--- src/rtl/fetch_ctrl_if.sv ---
// Fetch-stage control bundle between the fetch sequencer and the rest of the front end.
//   master : used by fetch_ctrl; samples start, imem_ready, stallD_req, PCSrcM and halt_req,
//            and drives imem_req, stallF, fetch_en, flushD, halted and fault.
//   slave  : used by the surrounding pipeline, with the directions reversed.
// Optional macro FETCH_PERF_EN adds the CNT_W-wide counters perf_fetched, perf_bubbles and
// perf_redirects, driven by the master.
interface fetch_ctrl_if
`ifdef FETCH_PERF_EN
  #(parameter int unsigned CNT_W = 32)
`endif
  ;
  logic start;
  logic imem_ready;
  logic stallD_req;
  logic PCSrcM;
  logic halt_req;
  logic imem_req;
  logic stallF;
  logic fetch_en;
  logic flushD;
  logic halted;
  logic fault;
`ifdef FETCH_PERF_EN
  logic [CNT_W-1:0] perf_fetched;
  logic [CNT_W-1:0] perf_bubbles;
  logic [CNT_W-1:0] perf_redirects;
`endif

  modport master (
    input  start, imem_ready, stallD_req, PCSrcM, halt_req,
    output imem_req, stallF, fetch_en, flushD, halted, fault
`ifdef FETCH_PERF_EN
    , output perf_fetched, perf_bubbles, perf_redirects
`endif
  );

  modport slave (
    output start, imem_ready, stallD_req, PCSrcM, halt_req,
    input  imem_req, stallF, fetch_en, flushD, halted, fault
`ifdef FETCH_PERF_EN
    , input perf_fetched, perf_bubbles, perf_redirects
`endif
  );
endinterface

--- src/rtl/fetch_ctrl.sv ---
// Fetch-stage sequencer: owns the boot/run/halt sequence of the front end and produces the
// PC hold (stallF), fetch/decode register enable (fetch_en) and decode bubble (flushD).
// Instruction-memory waits are bounded by a watchdog that faults after MAX_WAIT consecutive
// not-ready cycles have already been counted.
// Ports:
//   clk   : rising-edge clock
//   reset : synchronous, active-high reset (returns to IDLE)
//   bus   : fetch_ctrl_if.master (handshake inputs, control outputs)
// Optional macro FETCH_PERF_EN adds saturating performance counters of width CNT_W.
module fetch_ctrl #(
  parameter int unsigned MAX_WAIT = 15,
  parameter int unsigned WAIT_W   = 4
`ifdef FETCH_PERF_EN
  ,
  parameter int unsigned CNT_W    = 32
`endif
) (
  input logic          clk,
  input logic          reset,
  fetch_ctrl_if.master bus
);

  typedef enum logic [2:0] {StIdle, StRun, StWait, StDrain, StHalt, StFault} state_e;

  localparam logic [WAIT_W-1:0] MaxWait = WAIT_W'(MAX_WAIT);

  state_e            state_q, state_d;
  logic [WAIT_W-1:0] wait_cnt_q, wait_cnt_d;
  logic              timeout;
  logic              imem_req, stallF, fetch_en, flushD, halted, fault;

  // State register
  always_ff @(posedge clk) begin
    if (reset) begin
      state_q    <= StIdle;
      wait_cnt_q <= '0;
    end else begin
      state_q    <= state_d;
      wait_cnt_q <= wait_cnt_d;
    end
  end

  assign timeout = (wait_cnt_q == MaxWait);

  // Next state and wait counter. The counter only increments below MaxWait, so it never wraps.
  always_comb begin
    state_d    = state_q;
    wait_cnt_d = wait_cnt_q;
    unique case (state_q)
      StIdle: begin
        if (bus.start) state_d = StRun;
      end
      StRun: begin
        if (bus.halt_req) begin
          state_d = StHalt;
        end else if (!bus.PCSrcM && !bus.imem_ready) begin
          state_d    = StWait;
          wait_cnt_d = WAIT_W'(1);
        end
      end
      StWait: begin
        if (bus.halt_req) begin
          state_d = StHalt;
        end else if (bus.PCSrcM) begin
          // An outstanding response belongs to the old PC and must be discarded.
          wait_cnt_d = '0;
          state_d    = bus.imem_ready ? StRun : StDrain;
        end else if (bus.imem_ready) begin
          wait_cnt_d = '0;
          state_d    = StRun;
        end else if (timeout) begin
          state_d = StFault;
        end else begin
          wait_cnt_d = wait_cnt_q + WAIT_W'(1);
        end
      end
      StDrain: begin
        if (bus.halt_req) begin
          state_d = StHalt;
        end else if (bus.PCSrcM) begin
          // Each accepted redirect restarts the wait count.
          wait_cnt_d = '0;
        end else if (bus.imem_ready) begin
          wait_cnt_d = '0;
          state_d    = StRun;
        end else if (timeout) begin
          state_d = StFault;
        end else begin
          wait_cnt_d = wait_cnt_q + WAIT_W'(1);
        end
      end
      StHalt, StFault: begin
        state_d = state_q;
      end
      default: begin
        state_d = StIdle;
      end
    endcase
  end

  // Outputs: idle/halt default is hold PC, clock a bubble into decode.
  always_comb begin
    imem_req = 1'b0;
    stallF   = 1'b1;
    fetch_en = 1'b1;
    flushD   = 1'b1;
    halted   = 1'b0;
    fault    = 1'b0;
    unique case (state_q)
      StRun, StWait: begin
        imem_req = 1'b1;
        if (bus.halt_req) begin
          stallF = 1'b1;
        end else if (bus.PCSrcM) begin
          stallF = 1'b0;
        end else if (!bus.imem_ready) begin
          fetch_en = !bus.stallD_req;
        end else if (bus.stallD_req) begin
          fetch_en = 1'b0;
          flushD   = 1'b0;
        end else begin
          stallF = 1'b0;
          flushD = 1'b0;
        end
      end
      StDrain: begin
        if (!bus.halt_req && bus.PCSrcM) stallF = 1'b0;
      end
      StHalt: begin
        halted = 1'b1;
      end
      StFault: begin
        halted = 1'b1;
        fault  = 1'b1;
      end
      default: begin
        imem_req = 1'b0;
      end
    endcase
  end

  assign bus.imem_req = imem_req;
  assign bus.stallF   = stallF;
  assign bus.fetch_en = fetch_en;
  assign bus.flushD   = flushD;
  assign bus.halted   = halted;
  assign bus.fault    = fault;

`ifdef FETCH_PERF_EN
  logic [CNT_W-1:0] perf_fetched_q, perf_bubbles_q, perf_redirects_q;
  logic             active, redirect;

  assign active   = (state_q == StRun) || (state_q == StWait) || (state_q == StDrain);
  assign redirect = active && !bus.halt_req && bus.PCSrcM;

  always_ff @(posedge clk) begin
    if (reset) begin
      perf_fetched_q   <= '0;
      perf_bubbles_q   <= '0;
      perf_redirects_q <= '0;
    end else begin
      if (fetch_en && !flushD && !(&perf_fetched_q)) begin
        perf_fetched_q <= perf_fetched_q + CNT_W'(1);
      end
      if (active && fetch_en && flushD && !(&perf_bubbles_q)) begin
        perf_bubbles_q <= perf_bubbles_q + CNT_W'(1);
      end
      if (redirect && !(&perf_redirects_q)) begin
        perf_redirects_q <= perf_redirects_q + CNT_W'(1);
      end
    end
  end

  assign bus.perf_fetched   = perf_fetched_q;
  assign bus.perf_bubbles   = perf_bubbles_q;
  assign bus.perf_redirects = perf_redirects_q;
`endif

endmodule

--- src/flat_wrapper.sv ---
// flat-port wrapper written by rule: the top's interface ports become plain ports
module fetch_ctrl_flat 
#(
  parameter int unsigned MAX_WAIT = 15,
  parameter int unsigned WAIT_W   = 4

)
  (clk, reset, bus_start, bus_imem_ready, bus_stallD_req, bus_PCSrcM, bus_halt_req, bus_imem_req, bus_stallF, bus_fetch_en, bus_flushD, bus_halted, bus_fault);
  fetch_ctrl_if bus_i ();
  input logic clk;
  input logic reset;
  input wire logic [$bits(bus_i.start)-1:0] bus_start;
  input wire logic [$bits(bus_i.imem_ready)-1:0] bus_imem_ready;
  input wire logic [$bits(bus_i.stallD_req)-1:0] bus_stallD_req;
  input wire logic [$bits(bus_i.PCSrcM)-1:0] bus_PCSrcM;
  input wire logic [$bits(bus_i.halt_req)-1:0] bus_halt_req;
  output wire logic [$bits(bus_i.imem_req)-1:0] bus_imem_req;
  output wire logic [$bits(bus_i.stallF)-1:0] bus_stallF;
  output wire logic [$bits(bus_i.fetch_en)-1:0] bus_fetch_en;
  output wire logic [$bits(bus_i.flushD)-1:0] bus_flushD;
  output wire logic [$bits(bus_i.halted)-1:0] bus_halted;
  output wire logic [$bits(bus_i.fault)-1:0] bus_fault;
  assign bus_i.start = bus_start;
  assign bus_i.imem_ready = bus_imem_ready;
  assign bus_i.stallD_req = bus_stallD_req;
  assign bus_i.PCSrcM = bus_PCSrcM;
  assign bus_i.halt_req = bus_halt_req;
  assign bus_imem_req = bus_i.imem_req;
  assign bus_stallF = bus_i.stallF;
  assign bus_fetch_en = bus_i.fetch_en;
  assign bus_flushD = bus_i.flushD;
  assign bus_halted = bus_i.halted;
  assign bus_fault = bus_i.fault;
  fetch_ctrl #(.MAX_WAIT(MAX_WAIT), .WAIT_W(WAIT_W)) u_core (.clk(clk), .reset(reset), .bus(bus_i));
endmodule
--- config.mk ---
export PLATFORM = sky130hd
export DESIGN_NAME = fetch_ctrl_flat
export DESIGN_NICKNAME = d
export VERILOG_FILES = /design/src/rtl/fetch_ctrl_if.sv /design/src/rtl/fetch_ctrl.sv /design/src/flat_wrapper.sv
export SDC_FILE = /design/constraint.sdc
export NUM_CORES = 1
export LEC_CHECK = 0
export BUFFER_PORTS_ARGS = -buffer_cell sky130_fd_sc_hd__buf_2
export CORE_AREA = 2 2 41 43
export DETAILED_ROUTE_END_ITERATION = 12
export DIE_AREA = 0 0 43 45
export PLACE_DENSITY = 0.67
export SLEW_MARGIN = 20
export SYNTH_ARGS = -nofsm -noshare
export SYNTH_HDL_FRONTEND = slang
export SYNTH_SLANG_ARGS = --single-unit
--- constraint.sdc ---
create_clock -name clk -period 2.2 [get_ports clk]
set_input_delay 0.44 -clock clk [delete_from_list [all_inputs] [get_ports clk]]
set_output_delay 0.44 -clock clk [all_outputs]
set_load 0.01 [all_outputs]
# == Word level (Yosys, flattened, before mapping) ==
# Index checks and enable logic that the tools add are counted.
# totals
ff_bits,7
latchBits,0
ram_bits,0
mem_bits_ro,0
inputBits,7
output_inout_bits,6
wordCells,66
memories,0
# classes
addsub,1
multipliers,0
n_div,0
n_lt_le_gt_ge,0
eq_ne,13
shifts,0
n_mux,36
n_bitwise,1
n_reduce_logical,13
# op_table
operator,n
$mux W3,9
$mux W4,6
$mux W1,17
$pmux W3 S5,1
$pmux W4 S2,1
$eq A3 B2 Y1 const B,2
$eq A3 B3 Y1 const B,2
$ne A2 B2 Y1 const B,3
$reduce_or A2 Y1,3
$reduce_and A5 Y1,1
$add A4 B1 Y4 const B,1
$eq A4 B4 Y1 const B,1
$logic_not A1 Y1,4
$ne A4 B4 Y1 const B,1
$reduce_and A4 Y1,1
$eq A3 B1 Y1 const B,1
$logic_not A3 Y1,1
$ne A3 B2 Y1 const B,1
$ne A3 B3 Y1 const B,1
$logic_and A1 B1 Y1,2
$mux W2,1
$ne A2 B1 Y1 const B,1
$pmux W1 S2,1
$reduce_bool A2 Y1,1
$not A1 Y1,1

# == Logic depth before layout (Yosys ltp) ==
# depth
ltp_word,6
depth_mapped,5
ltp_nobuf,5

# == Least setup slack after synthesis ==
# No wires, ideal clock.
# synth_timing
path_type,input -> register
start,input bus_imem_ready
end,register u_core.wait_cnt_q[2]
setup_time_ps,70
t_arrival_ps,1650
required_time_ps,2130
slack_ps,480
stages,4
n_path_buf,1
cell_sequence,buf_6 or4b_4 or4b_1 a21oi_1
# synth_via
elab_chain_len,4
elab_cells_between_ends,9
classes_between,eq/ne: 2; mux: 4; reduce/logical: 3
# synth_lines
item,line,rtl
from (decl),flat_wrapper.sv:13,input wire logic [$bits(bus_i.imem_ready)-1:0] bus_imem_ready;
$mux W4 / $logic_not A1 Y1 (equally long branches),"fetch_ctrl.sv:68, fetch_ctrl.sv:56",
$mux W4 / $logic_and A1 B1 Y1 (equally long branches),"fetch_ctrl.sv:64, fetch_ctrl.sv:56",
$mux W4 / $ne A2 B1 Y1 (equally long branches),n/a,
$pmux W4 S2 / $reduce_and A5 Y1 (equally long branches),n/a,
to (signal assigned),fetch_ctrl.sv:39,wait_cnt_q <= wait_cnt_d;
to (decl),fetch_ctrl.sv:28,"logic [WAIT_W-1:0] wait_cnt_q, wait_cnt_d;"
# Several ways; a longest one is shown, not always the timed one. The select of a mux whose other input is x is not followed.
# A chain may end at the register's enable or synchronous reset.

# == Worst setup path after layout ==
# layout_timing
start,register u_core.state_q[0]
end,output bus_fetch_en
# layout_via
elab_chain_len,3
elab_cells_between_ends,4
classes_between,eq/ne: 2; mux: 1; reduce/logical: 1
# layout_lines
item,line,rtl
from (decl),fetch_ctrl.sv:27,"state_e state_q, state_d;"
from (signal assigned),fetch_ctrl.sv:35,state_q <= StIdle;
from (signal assigned),fetch_ctrl.sv:38,state_q <= state_d;
$eq A3 B1 Y1 / $eq A3 B2 Y1 (equally long branches),fetch_ctrl.sv:109,unique case (state_q)
$reduce_or A2 Y1 *,fetch_ctrl.sv:109,
$mux W1 *,fetch_ctrl.sv:109,
to (decl),flat_wrapper.sv:19,output wire logic [$bits(bus_i.fetch_en)-1:0] bus_fetch_en;
# Mark *: on every way between the ends. The rest lies on a longest branch, timed or not.

==> flow_summary.json <==
{
  "hp-class": "in -> reg",
  "die_h_microns": 45,
  "grt-ovfl-total": 0,
  "cts_setup_buffers": 0,
  "setup_tns_ns": 0,
  "yosys_most_used_dff": "dfxtp_1",
  "fin_skew_ns": 0.002507,
  "num_rows": 14,
  "wl_met2_microns": 636,
  "wl_per_cell_microns": 13.18,
  "initial_core_util_pct": 37.41,
  "p_sw_w": 0.0001432,
  "met1_length_microns": 599,
  "synth_edf_count": 0,
  "initialDrtViolationCount": 13,
  "final_hold_viol_count": 0,
  "power.density_nw_per_um2": 655.5,
  "slew_viol_final": 0,
  "cp.required_ns": 1.76,
  "synth-seq-cells": 7,
  "worstPathMaxFanout": 11,
  "htreeDepth": 1,
  "antenna_left": 0,
  "numCtsBuffers": 3,
  "first_global_vias": 539,
  "post-route-period-util_pct": 82.87,
  "ctsResizeCount": 0,
  "drive_above_1_share_pct": 26.19,
  "cp.arrival_ns": 1.38,
  "vias": 592,
  "ys_types": 33,
  "power.total_w": 0.0004150,
  "tightest_slew_ns": 0.5483,
  "place_congestion": 0.7977,
  "vdd_drop_max_mv": 0.3612,
  "sequentialPowerShare_pct": 40.9,
  "avgViaCountPerCell": 5.920,
  "core-area_sq_um": 1471,
  "maxCapViolCount": 0,
  "setup_violations": 0,
  "firstDrtPassIters": 4,
  "worst_setup_path_end_kind": "primary output",
  "routed_wl_mm": 1.318,
  "cts.sinks": 7,
  "fmax_mhz": 548.5,
  "grt_max_degree": 12,
  "slew_headroom_pct": 63.16,
  "power.leakage_nw": 0.2440,
  "root_buffer": "clkbuf_4",
  "hold_buffers": 0,
  "synth_top_area_share_pct": 25.45,
  "ys_seq_area_share_pct": 25.45,
  "io_pins": 13,
  "design_area_sq_um": 633.1,
  "clk-insertion-delay-late_ns": 0.25,
  "clkPwrFrac_pct": 27.7,
  "critPathKind": "reg -> out",
  "place_area_sq_um": 606.8,
  "syn-cell-area_sq_um": 550.5,
  "power_frac_comb_pct": 31.5,
  "cts.path.max_buffers": 2,
  "area_growth_pct": 15.00,
  "antennaDiodeCount": 0,
  "grt_pass1_wl_mm": 2.139,
  "final.min_clock_period_ns": 1.823,
  "synth_cells": 73,
  "drc": 0,
  "ys_async_sr_fraction_pct": 0,
  "avgSynthCellArea_sq_um": 7.541,
  "crit_path_start_kind": "flop",
  "rsz0062_at_grt": "false",
  "top_layer": "met4",
  "cts_tree": "done",
  "syn_nets": 81,
  "clkTransAtPathRegs_ns": 0.05,
  "die_x_microns": 43,
  "p_int_w": 0.0002717,
  "ys_top_cells_by_area": "dfxtp_1 25%, a21oi_1 6.4%, nor3_1 4.5%",
  "die-area_sq_um": 1935,
  "status": "complete, no violations",
  "yosysTopAreaCell": "dfxtp_1",
  "antenna_found_initial": 0,
  "yosysWarnings": 0,
  "switching_share_pct": 34.52,
  "routed-wl-met3_microns": 63,
  "io_buffer_count": 12,
  "grtUsageTotal_pct": 14.47,
  "nFillCells": 167,
  "nets": 93
}
-- registers in the layout (all words and copies together), names as in the netlist --
signal,count
u_core.state_q,3
u_core.wait_cnt_q,4
-- synth_stat cells, types with 2 or more instances --
cell / n
nor2_1: 5
nor4_1: 2
o21a_1: 2
a211oi_1: 2
inv_1: 3
nor3_1: 5
dfxtp_1: 7
or2_2: 2
nor2b_1: 3
o31ai_1: 2
o211ai_1: 2
or4b_1: 2
clkbuf_1: 4
nand2_1: 3
o21ai_0: 4
a21oi_1: 7
and3_1: 2
-- cells in the final DEF (no fill, tap or decap) --
cell type / count
a211oi_1: 2
a21o_2: 1
a21oi_1: 7
a311oi_1: 1
a32o_1: 1
and2_1: 1
and2b_2: 1
and3_1: 2
buf_2: 12
buf_4: 1
clkbuf_1: 1
clkbuf_4: 3
dfxtp_1: 7
ha_1: 1
inv_1: 3
nand2_1: 3
nand3_1: 1
nand4_1: 1
nor2_1: 5
nor2b_1: 3
nor3_1: 5
nor4_1: 2
nor4b_1: 1
o211ai_1: 2
o21a_1: 2
o21ai_0: 4
o21ba_2: 1
o31ai_1: 2
or2_2: 2
or3_1: 1
or4_1: 1
or4b_1: 2
or4b_4: 1
xnor2_1: 1
-- area by class of cell --
| cell class | instances | area [sq um] | area share (%) |
|---|---|---|---|
| Multi-Input combinational cell | 57 | 367.9 | 58.10 |
| Sequential cell | 7 | 140.1 | 22.13 |
| Timing Repair Buffer | 13 | 67.56 | 10.67 |
| Clock buffer | 4 | 26.28 | 4.150 |
| Tap cell | 16 | 20.02 | 3.162 |
| Inverter | 3 | 11.26 | 1.779 |
-- power groups by stage --
| stage | registers, W | clock network, W | logic (W) |
|---|---|---|---|
| final | 0.000170 | 0.000115 | 0.000131 |
| after global routing | 0.000173 | 0.000129 | 0.000144 |
| after CTS | 0.000168 | 0.000121 | 0.000132 |
| after detailed placement | 0.000171 | 0 | 0.000131 |
| after global placement | 0.000172 | 0 | 0.000129 |
| after floorplan | 0.000147 | 0 | 0.000119 |
-- worst max-delay path, stage by stage (launching register included) --
cell and delay (ns):
dfxtp_1 0.51, xnor2_1 0.13, nor4_1 0.27, nand2_1 0.08, buf_2 0.14
-- path summary, 6_finish.rpt --
path | start | endpoint | slack (ns) | depth (start not counted)
worst min register to register | u_core.wait_cnt_q[1] | u_core.wait_cnt_q[1] | 0.50 | 2
worst max register to register | u_core.state_q[2] | u_core.wait_cnt_q[2] | 0.49 | 3
worst min-delay path | reset | u_core.wait_cnt_q[1] | 0.48 | 2
worst max-delay path | u_core.state_q[0] | bus_fetch_en | 0.38 | 4
-- cell families after synthesis --
family | synth area share (%)
buffers and inverters | 7.725
adder cells (fa/ha/maj) | 2.272
AND/OR/NAND/NOR | 35.23
flip-flops | 25.45
AO/OA/AOI/OAI | 27.72
XOR/XNOR | 1.591
-- layer usage --
layer	vias to the layer above	GRT usage (%)
li1	298	-
met1	275	15.89
met2	15	25.76
met3	4	4.800
met4	0	6.061
met5	-	0
-- metrics by stage --
stage / setup slack [ns] / util [%] / instances / hold WS (ns)
floorplan: 0.4799 / - / 73 / 0.4609
CTS: 0.3746 / 43.03 / 100 / 0.4615
global route: 0.2461 / 43.03 / 100 / 0.4700
detailed placement: 0.3174 / 41.24 / 96 / 0.4918
finish: 0.3769 / 43.03 / 100 / 0.4800
global placement: 0.3636 / 41.24 / 96 / 0.4825
No activity file was read; power rests on OpenSTA's default activity.
